$ cat src/rtl/pipe_pkg.sv
// Shared types and constants for the pipeline hazard sequencer.
// Latency: n/a (package only).
// Backpressure: n/a (package only).
package pipe_pkg;

  // Memory-access sequencing states.
  typedef enum logic {
    RUN      = 1'b0,
    MEM_WAIT = 1'b1
  } state_t;

  // EX operand mux selects.
  localparam logic [1:0] FWD_RF  = 2'b00;
  localparam logic [1:0] FWD_MEM = 2'b01;
  localparam logic [1:0] FWD_WB  = 2'b10;

  // True when a later-stage writer produces the register a reader needs.
  // x0 is hard-wired to zero and must never be forwarded or waited on.
  function automatic logic reg_hit(input logic       wr,
                                   input logic [4:0] rd,
                                   input logic [4:0] rs);
    return wr && (rd != 5'd0) && (rd == rs);
  endfunction

endpackage

$ cat src/rtl/fwd_unit.sv
// EX-stage operand forwarding select generator.
// Latency: purely combinational, zero cycles.
// Backpressure: none; selects follow the stage register contents every cycle.
//
// Ports:
//   ex_rs1_addr, ex_rs2_addr   sources of the instruction in EX
//   mem_rd_addr, mem_rd_wr     destination/write flag of the MEM instruction
//   wb_rd_addr,  wb_rd_wr      destination/write flag of the WB instruction
//   fwd_a_sel,   fwd_b_sel     operand mux selects (FWD_RF / FWD_MEM / FWD_WB)
module fwd_unit
  import pipe_pkg::*;
(
  input  logic [4:0] ex_rs1_addr,
  input  logic [4:0] ex_rs2_addr,
  input  logic [4:0] mem_rd_addr,
  input  logic       mem_rd_wr,
  input  logic [4:0] wb_rd_addr,
  input  logic       wb_rd_wr,
  output logic [1:0] fwd_a_sel,
  output logic [1:0] fwd_b_sel
);

  // MEM holds the younger result, so it wins over WB.
  always_comb begin
    fwd_a_sel = FWD_RF;
    if (reg_hit(mem_rd_wr, mem_rd_addr, ex_rs1_addr)) begin
      fwd_a_sel = FWD_MEM;
    end else if (reg_hit(wb_rd_wr, wb_rd_addr, ex_rs1_addr)) begin
      fwd_a_sel = FWD_WB;
    end

    fwd_b_sel = FWD_RF;
    if (reg_hit(mem_rd_wr, mem_rd_addr, ex_rs2_addr)) begin
      fwd_b_sel = FWD_MEM;
    end else if (reg_hit(wb_rd_wr, wb_rd_addr, ex_rs2_addr)) begin
      fwd_b_sel = FWD_WB;
    end
  end

endmodule

$ cat src/rtl/pipe_hazard_ctrl.sv
// Central sequencer for the 5-stage core: stage enables, flushes, forwarding, dmem wait.
// Latency: controls are combinational on the current cycle; status/counters update at the edge.
// Backpressure: a pending dmem access freezes every stage until ack or MEM_TIMEOUT abort.
//
// Ports:
//   clk_i, rst_ni               clock, async active-low reset
//   id_*/ex_*/mem_*/wb_*        register addresses and flags from each stage
//   mem_req_i, mem_ack_i        dmem access held in MEM / completion strobe
//   *_en_o, *_flush_o, mem_wb_bubble_o   pipeline register controls
//   fwd_a_sel_o, fwd_b_sel_o    EX operand forwarding selects
//   dmem_req_o, bus_err_o       dmem request strobe, sticky timeout flag
//   stall_cnt_o, flush_cnt_o    performance counters
module pipe_hazard_ctrl
  import pipe_pkg::*;
#(
  parameter int MEM_TIMEOUT = 16,
  parameter int CNT_W       = 32
) (
  input  logic             clk_i,
  input  logic             rst_ni,
  input  logic [4:0]       id_rs1_addr_i,
  input  logic [4:0]       id_rs2_addr_i,
  input  logic             id_uses_rs1_i,
  input  logic             id_uses_rs2_i,
  input  logic [4:0]       ex_rs1_addr_i,
  input  logic [4:0]       ex_rs2_addr_i,
  input  logic [4:0]       ex_rd_addr_i,
  input  logic             ex_rd_wr_i,
  input  logic             ex_is_load_i,
  input  logic             ex_pc_sel_i,
  input  logic [4:0]       mem_rd_addr_i,
  input  logic             mem_rd_wr_i,
  input  logic [4:0]       wb_rd_addr_i,
  input  logic             wb_rd_wr_i,
  input  logic             mem_req_i,
  input  logic             mem_ack_i,
  output logic             pc_en_o,
  output logic             if_id_en_o,
  output logic             id_ex_en_o,
  output logic             ex_mem_en_o,
  output logic             mem_wb_en_o,
  output logic             if_id_flush_o,
  output logic             id_ex_flush_o,
  output logic             mem_wb_bubble_o,
  output logic [1:0]       fwd_a_sel_o,
  output logic [1:0]       fwd_b_sel_o,
  output logic             dmem_req_o,
  output logic             bus_err_o,
  output logic [CNT_W-1:0] stall_cnt_o,
  output logic [CNT_W-1:0] flush_cnt_o
);

  // Largest wait count held is MEM_TIMEOUT-1, which fits in clog2(MEM_TIMEOUT) bits.
  localparam int                WCNT_W    = (MEM_TIMEOUT > 2) ? $clog2(MEM_TIMEOUT) : 1;
  localparam logic [WCNT_W-1:0] WAIT_LAST = WCNT_W'(MEM_TIMEOUT - 1);

  state_t             state_q, state_d;
  logic [WCNT_W-1:0]  wait_cnt_q, wait_cnt_d;
  logic               bus_err_q;
  logic [CNT_W-1:0]   stall_cnt_q, flush_cnt_q;

  logic req_live;
  logic freeze;
  logic abort;
  logic load_use;
  logic stall_lu;
  logic redirect;

  fwd_unit u_fwd (
    .ex_rs1_addr (ex_rs1_addr_i),
    .ex_rs2_addr (ex_rs2_addr_i),
    .mem_rd_addr (mem_rd_addr_i),
    .mem_rd_wr   (mem_rd_wr_i),
    .wb_rd_addr  (wb_rd_addr_i),
    .wb_rd_wr    (wb_rd_wr_i),
    .fwd_a_sel   (fwd_a_sel_o),
    .fwd_b_sel   (fwd_b_sel_o)
  );

  // Masking with reset keeps the request strobe low (and the pipe released)
  // while reset is asserted, even if MEM still presents an access.
  assign req_live = mem_req_i & rst_ni;

  assign load_use = ex_is_load_i &&
                    ((id_uses_rs1_i && reg_hit(ex_rd_wr_i, ex_rd_addr_i, id_rs1_addr_i)) ||
                     (id_uses_rs2_i && reg_hit(ex_rd_wr_i, ex_rd_addr_i, id_rs2_addr_i)));

  always_comb begin
    state_d    = state_q;
    wait_cnt_d = wait_cnt_q;
    freeze     = 1'b0;
    abort      = 1'b0;
    dmem_req_o = 1'b0;
    unique case (state_q)
      RUN: begin
        dmem_req_o = req_live;
        if (req_live && !mem_ack_i) begin
          freeze     = 1'b1;
          state_d    = MEM_WAIT;
          wait_cnt_d = WCNT_W'(1);
        end
      end
      MEM_WAIT: begin
        dmem_req_o = 1'b1;
        if (mem_ack_i) begin
          state_d    = RUN;
          wait_cnt_d = '0;
        end else if (wait_cnt_q == WAIT_LAST) begin
          // Give up on the access: release the pipe and retire a NOP instead.
          abort      = 1'b1;
          state_d    = RUN;
          wait_cnt_d = '0;
        end else begin
          freeze     = 1'b1;
          wait_cnt_d = wait_cnt_q + WCNT_W'(1);
        end
      end
      default: begin
        state_d    = RUN;
        wait_cnt_d = '0;
      end
    endcase
  end

  // Hazards are only acted on in a cycle where the pipe actually advances.
  // A taken redirect squashes the dependent instruction, so it cancels the stall.
  assign redirect = !freeze && ex_pc_sel_i;
  assign stall_lu = !freeze && load_use && !ex_pc_sel_i;

  assign pc_en_o         = !freeze && !stall_lu;
  assign if_id_en_o      = !freeze && !stall_lu;
  assign id_ex_en_o      = !freeze;
  assign ex_mem_en_o     = !freeze;
  assign mem_wb_en_o     = !freeze;
  assign if_id_flush_o   = redirect;
  assign id_ex_flush_o   = redirect || stall_lu;
  assign mem_wb_bubble_o = abort;

  always_ff @(posedge clk_i or negedge rst_ni) begin
    if (!rst_ni) begin
      state_q     <= RUN;
      wait_cnt_q  <= '0;
      bus_err_q   <= 1'b0;
      stall_cnt_q <= '0;
      flush_cnt_q <= '0;
    end else begin
      state_q    <= state_d;
      wait_cnt_q <= wait_cnt_d;
      if (abort) begin
        bus_err_q <= 1'b1;
      end
      if (!pc_en_o) begin
        stall_cnt_q <= stall_cnt_q + CNT_W'(1);
      end
      if (redirect) begin
        flush_cnt_q <= flush_cnt_q + CNT_W'(1);
      end
    end
  end

  assign bus_err_o   = bus_err_q;
  assign stall_cnt_o = stall_cnt_q;
  assign flush_cnt_o = flush_cnt_q;

endmodule

$ cat config.mk
export PLATFORM = sky130hd
export DESIGN_NAME = pipe_hazard_ctrl
export DESIGN_NICKNAME = d
export VERILOG_FILES = /design/src/rtl/pipe_pkg.sv /design/src/rtl/fwd_unit.sv /design/src/rtl/pipe_hazard_ctrl.sv
export SDC_FILE = /design/constraint.sdc
export NUM_CORES = 1
export LEC_CHECK = 0
export ABC_AREA = 0
export BUFFER_PORTS_ARGS = -buffer_cell sky130_fd_sc_hd__buf_4
export CORE_MARGIN = 2
export CORE_UTILIZATION = 51
export CTS_BUF_LIST = sky130_fd_sc_hd__clkbuf_4 sky130_fd_sc_hd__clkbuf_8
export DETAILED_ROUTE_END_ITERATION = 16
export PLACE_DENSITY = 0.91
export SLEW_MARGIN = 10
export SYNTH_ARGS = -nofsm -noshare
export SYNTH_HDL_FRONTEND = slang
export SYNTH_SLANG_ARGS = --single-unit
$ cat constraint.sdc
create_clock -name clk_i -period 3.3 [get_ports clk_i]
set_input_delay 0.165 -clock clk_i [delete_from_list [all_inputs] [get_ports clk_i]]
set_output_delay 0.165 -clock clk_i [all_outputs]
set_load 0.005 [all_outputs]
==> metrics.md <==
| Metric | Value |
|---|---|
| Static Leak | about 2.4 nW |
| Fin cells | 580 |
| Worst Skew | approximately 0.0067 ns |
| Antenna Cells | 0 |
| Total gr overflow | 0 |
| Slew headroom | 0.429 |
| R2R setup slack | between 0.9 and 1 ns |
| First-pass GRT wire length | ~14 mm |
| Layout cells sized above 1 | 0.318 |
| Total routed wirelength | between 9 and 10 mm |
| Die Width | around 89 um |
| Max Fanout on Critical Path | 11 |
| Mux cell area share after synthesis | 0.00610 |
| Yosys reg bits | 70 |
| Tot GR Track Use | 0.233 |
| Mapped Cells | approximately 350 |
| CP Data Arrival Time | around 2.6 ns |
| Initial antenna violation count | 0 |
| ANT nets after route | 0 |
| Synth Cell Area | 3690 um2 |
| Number of cells after detailed placement | between 500 and 600 |
| Full die area | slightly below 8000 um2 |
| Via count | between 3k and 4k |
| WL/cell | ~16 um |
| Synth Net Count | 401 |
| CP Class | reg -> reg |
| CP required | about 3.6 ns |
| Syn. warnings | 0 |
| Post-synth ARST share | 1.00 |
| Top-count cell post-synth | dfrtp_1 |
| Share of the synthesized area in the top cell type | 0.474 |
| Syn avg cell area | roughly 10 um2 |
| Dpl hpwl | just under 7 mm |
| PortBufs | 123 |
| CTS resizes | 0 |
| Post-synth top flop | dfrtp_1 |
| CTS Hold Bufs | 0 |
| FF+latch area | ~1800 um2 |
| Vias per cell | around 5.4 |
| RSZ-0062 raised after global routing | false |
| Final Max Tran Viols | 0 |
| VDD IR-drop max | around 0.00029 V |
| Largest family of logic cells by synthesized area | simple AND/OR/NAND/NOR gates |
| Area leader, netlist | dfrtp_1 |
| # rows | 31 |
| Outcome | completed |
| Final hold slack | 0.0454 ns |
| Io pins | 124 |
| PwrDens | 445 nW/um2 |
| Root buffer cell | clkbuf_8 |
| Worst r2r dst | flush_cnt_o[27] |
| Simple-gate area share of the yosys netlist | 0.232 |
| Final Setup Violations | 0 |
| Setup Fix Bufs, Post-CTS | 0 |
| Final Hold Fails | 0 |
| Nets | approximately 530 |
| Final period utilization | 0.707 |
| Worst r2r path cells | 7 |
| Pwr Total | between 0.002 and 0.0025 W |
| Multi-input gate area | 1850 um2 |
| Largest net degree at the start of global routing | 72 |
| Drt drc | 0 |
| Post-synthesis adder-cell area fraction | 0.0102 |
| Latest clock arrival within the worst-skew pair | roughly 0.33 ns |
| CTS H-tree lvls | 3 |
| Crit path launch type | register |
| Seq/Total Area, Yosys | 0.474 |
| Clock sink count | 70 |
| Post-route setup TNS | 0 ns |
| Area growth, synth to finish | 31.1% |
| Top cells by area, synth | dfrtp_1 47%, xnor2_1 11%, xor2_1 11%, nand2_1 3.5%, nand3_1 3.0% |
| Initial Utilization | 0.518 |
| Hold WC Path Type | in -> async |
| Die extent in y | around 89 um |
| Slew @ Worst Pin | roughly 0.86 ns |
| Final Util | 0.679 |
| Worst-path clk slew | around 0.07 ns |
| Critical path capture point type | register |
| Post-synth top cells | 70 x dfrtp_1, 46 x xnor2_1, 45 x xor2_1 |
| XOR/XNOR Fraction of Synth Area | 0.220 |
| Maxcap violations | 0 |
| Total clock buffers created by CTS | 9 |
| Fmax | about 430 MHz |
| Fillers | about 560 |
| Starting DRT DRC Count | approximately 180 |
| DRT Pass-1 Iters | 4 |
| Cell variety after synth | 43 |
| Vias in the first global route | about 3.0k |
| Worst R2R Start | wait_cnt_q[0] |
| Crit path time final | ~2.3 ns |
| CTS tree | yes |
| CTS max path bufs | 2 |
| Gpl congestion | 0.852 |
| Synth Area in Compound Gates | 0.0318 |
| EDFF count, synth | 0 |
| CORE AREA | ~7100 um2 |
[power breakdown]
part           switching, W  internal (W)
registers          0.000128      0.000949
logic              0.000234      0.000264
clock network      0.000308      0.000272
[worst max-delay path by stage]
| stage | startpoint | endpoint | slack [ns] |
|---|---|---|---|
| after floorplan | wait_cnt_q[0] | flush_cnt_o[18] | 1.24 |
| after global placement | wait_cnt_q[0] | flush_cnt_o[13] | 1.13 |
| final | wait_cnt_q[0] | flush_cnt_o[27] | 0.97 |
| after global routing | wait_cnt_q[0] | flush_cnt_o[27] | 0.75 |
| after CTS | wait_cnt_q[0] | flush_cnt_o[13] | 1.00 |
| after detailed placement | wait_cnt_q[1] | flush_cnt_o[13] | 1.01 |
[cells by family (layout without fill, tap and decap cells)]
| logic type | Yosys count | count (layout) |
|---|---|---|
| compound gates | 16 | 16 |
| xor+xnor | 92 | 92 |
| fa+ha+maj | 3 | 3 |
| buf+inv | 17 | 146 |
| flops | 70 | 70 |
| mux | 2 | 2 |
| simple gates | 152 | 152 |
[per-stage QoR]
stage,area (um2),worst slack (ns)
floorplan,3690,1.24
global placement,4680,1.13
detailed placement,4680,1.01
CTS,4840,1.00
global route,4840,0.751
finish,4840,0.966
[final cells by class]
| cell class | count | area share |
|---|---|---|
| well taps | 99 | 0.0256 |
| repair buffers | 125 | 0.194 |
| multi-input cells | 265 | 0.382 |
| clock buffers | 10 | 0.0271 |
| clock inverters | 5 | 0.00568 |
| flip-flops and latches | 70 | 0.362 |
| inverters | 6 | 0.00465 |
[critical path, stage by stage (launching register included)]
cell and delay, ns:
dfrtp_1 0.41, ha_1 0.24, nand3_1 0.20, a211oi_4 0.39, and3_1 0.45, nand2_1 0.18
nor2_1 0.19, xor2_1 0.18
[sequential cells by signal, indices dropped and copies added (netlist names)]
register and cells:
bus_err_o 1, stall_cnt_o 32, flush_cnt_o 32, state_q 1, wait_cnt_q 4
[layout by cell type (no fill, tap or decap), types with 6 or more instances in the layout]
cell type | Yosys | routed
inv_1 | 6 | 6
xor2_1 | 45 | 45
dfrtp_1 | 70 | 70
and3_1 | 7 | 7
buf_4 | 5 | 125
nand2_1 | 34 | 34
nand4_1 | 14 | 14
nor3_1 | 13 | 13
nand3_1 | 22 | 22
nor2_1 | 19 | 19
xnor2_1 | 46 | 46
nor4_1 | 12 | 12
o21ai_0 | 6 | 6
clkbuf_8 | 0 | 9
[routing by layer]
layer	wire, um	vias to the layer above	track usage
met5	0	-	0
met4	103	0	0.0597
met3	605	10	0.0683
met2	4440	126	0.395
met1	3870	1527	0.294
li1	-	1472	-
Note: power is estimated with default switching activity, not from simulation.
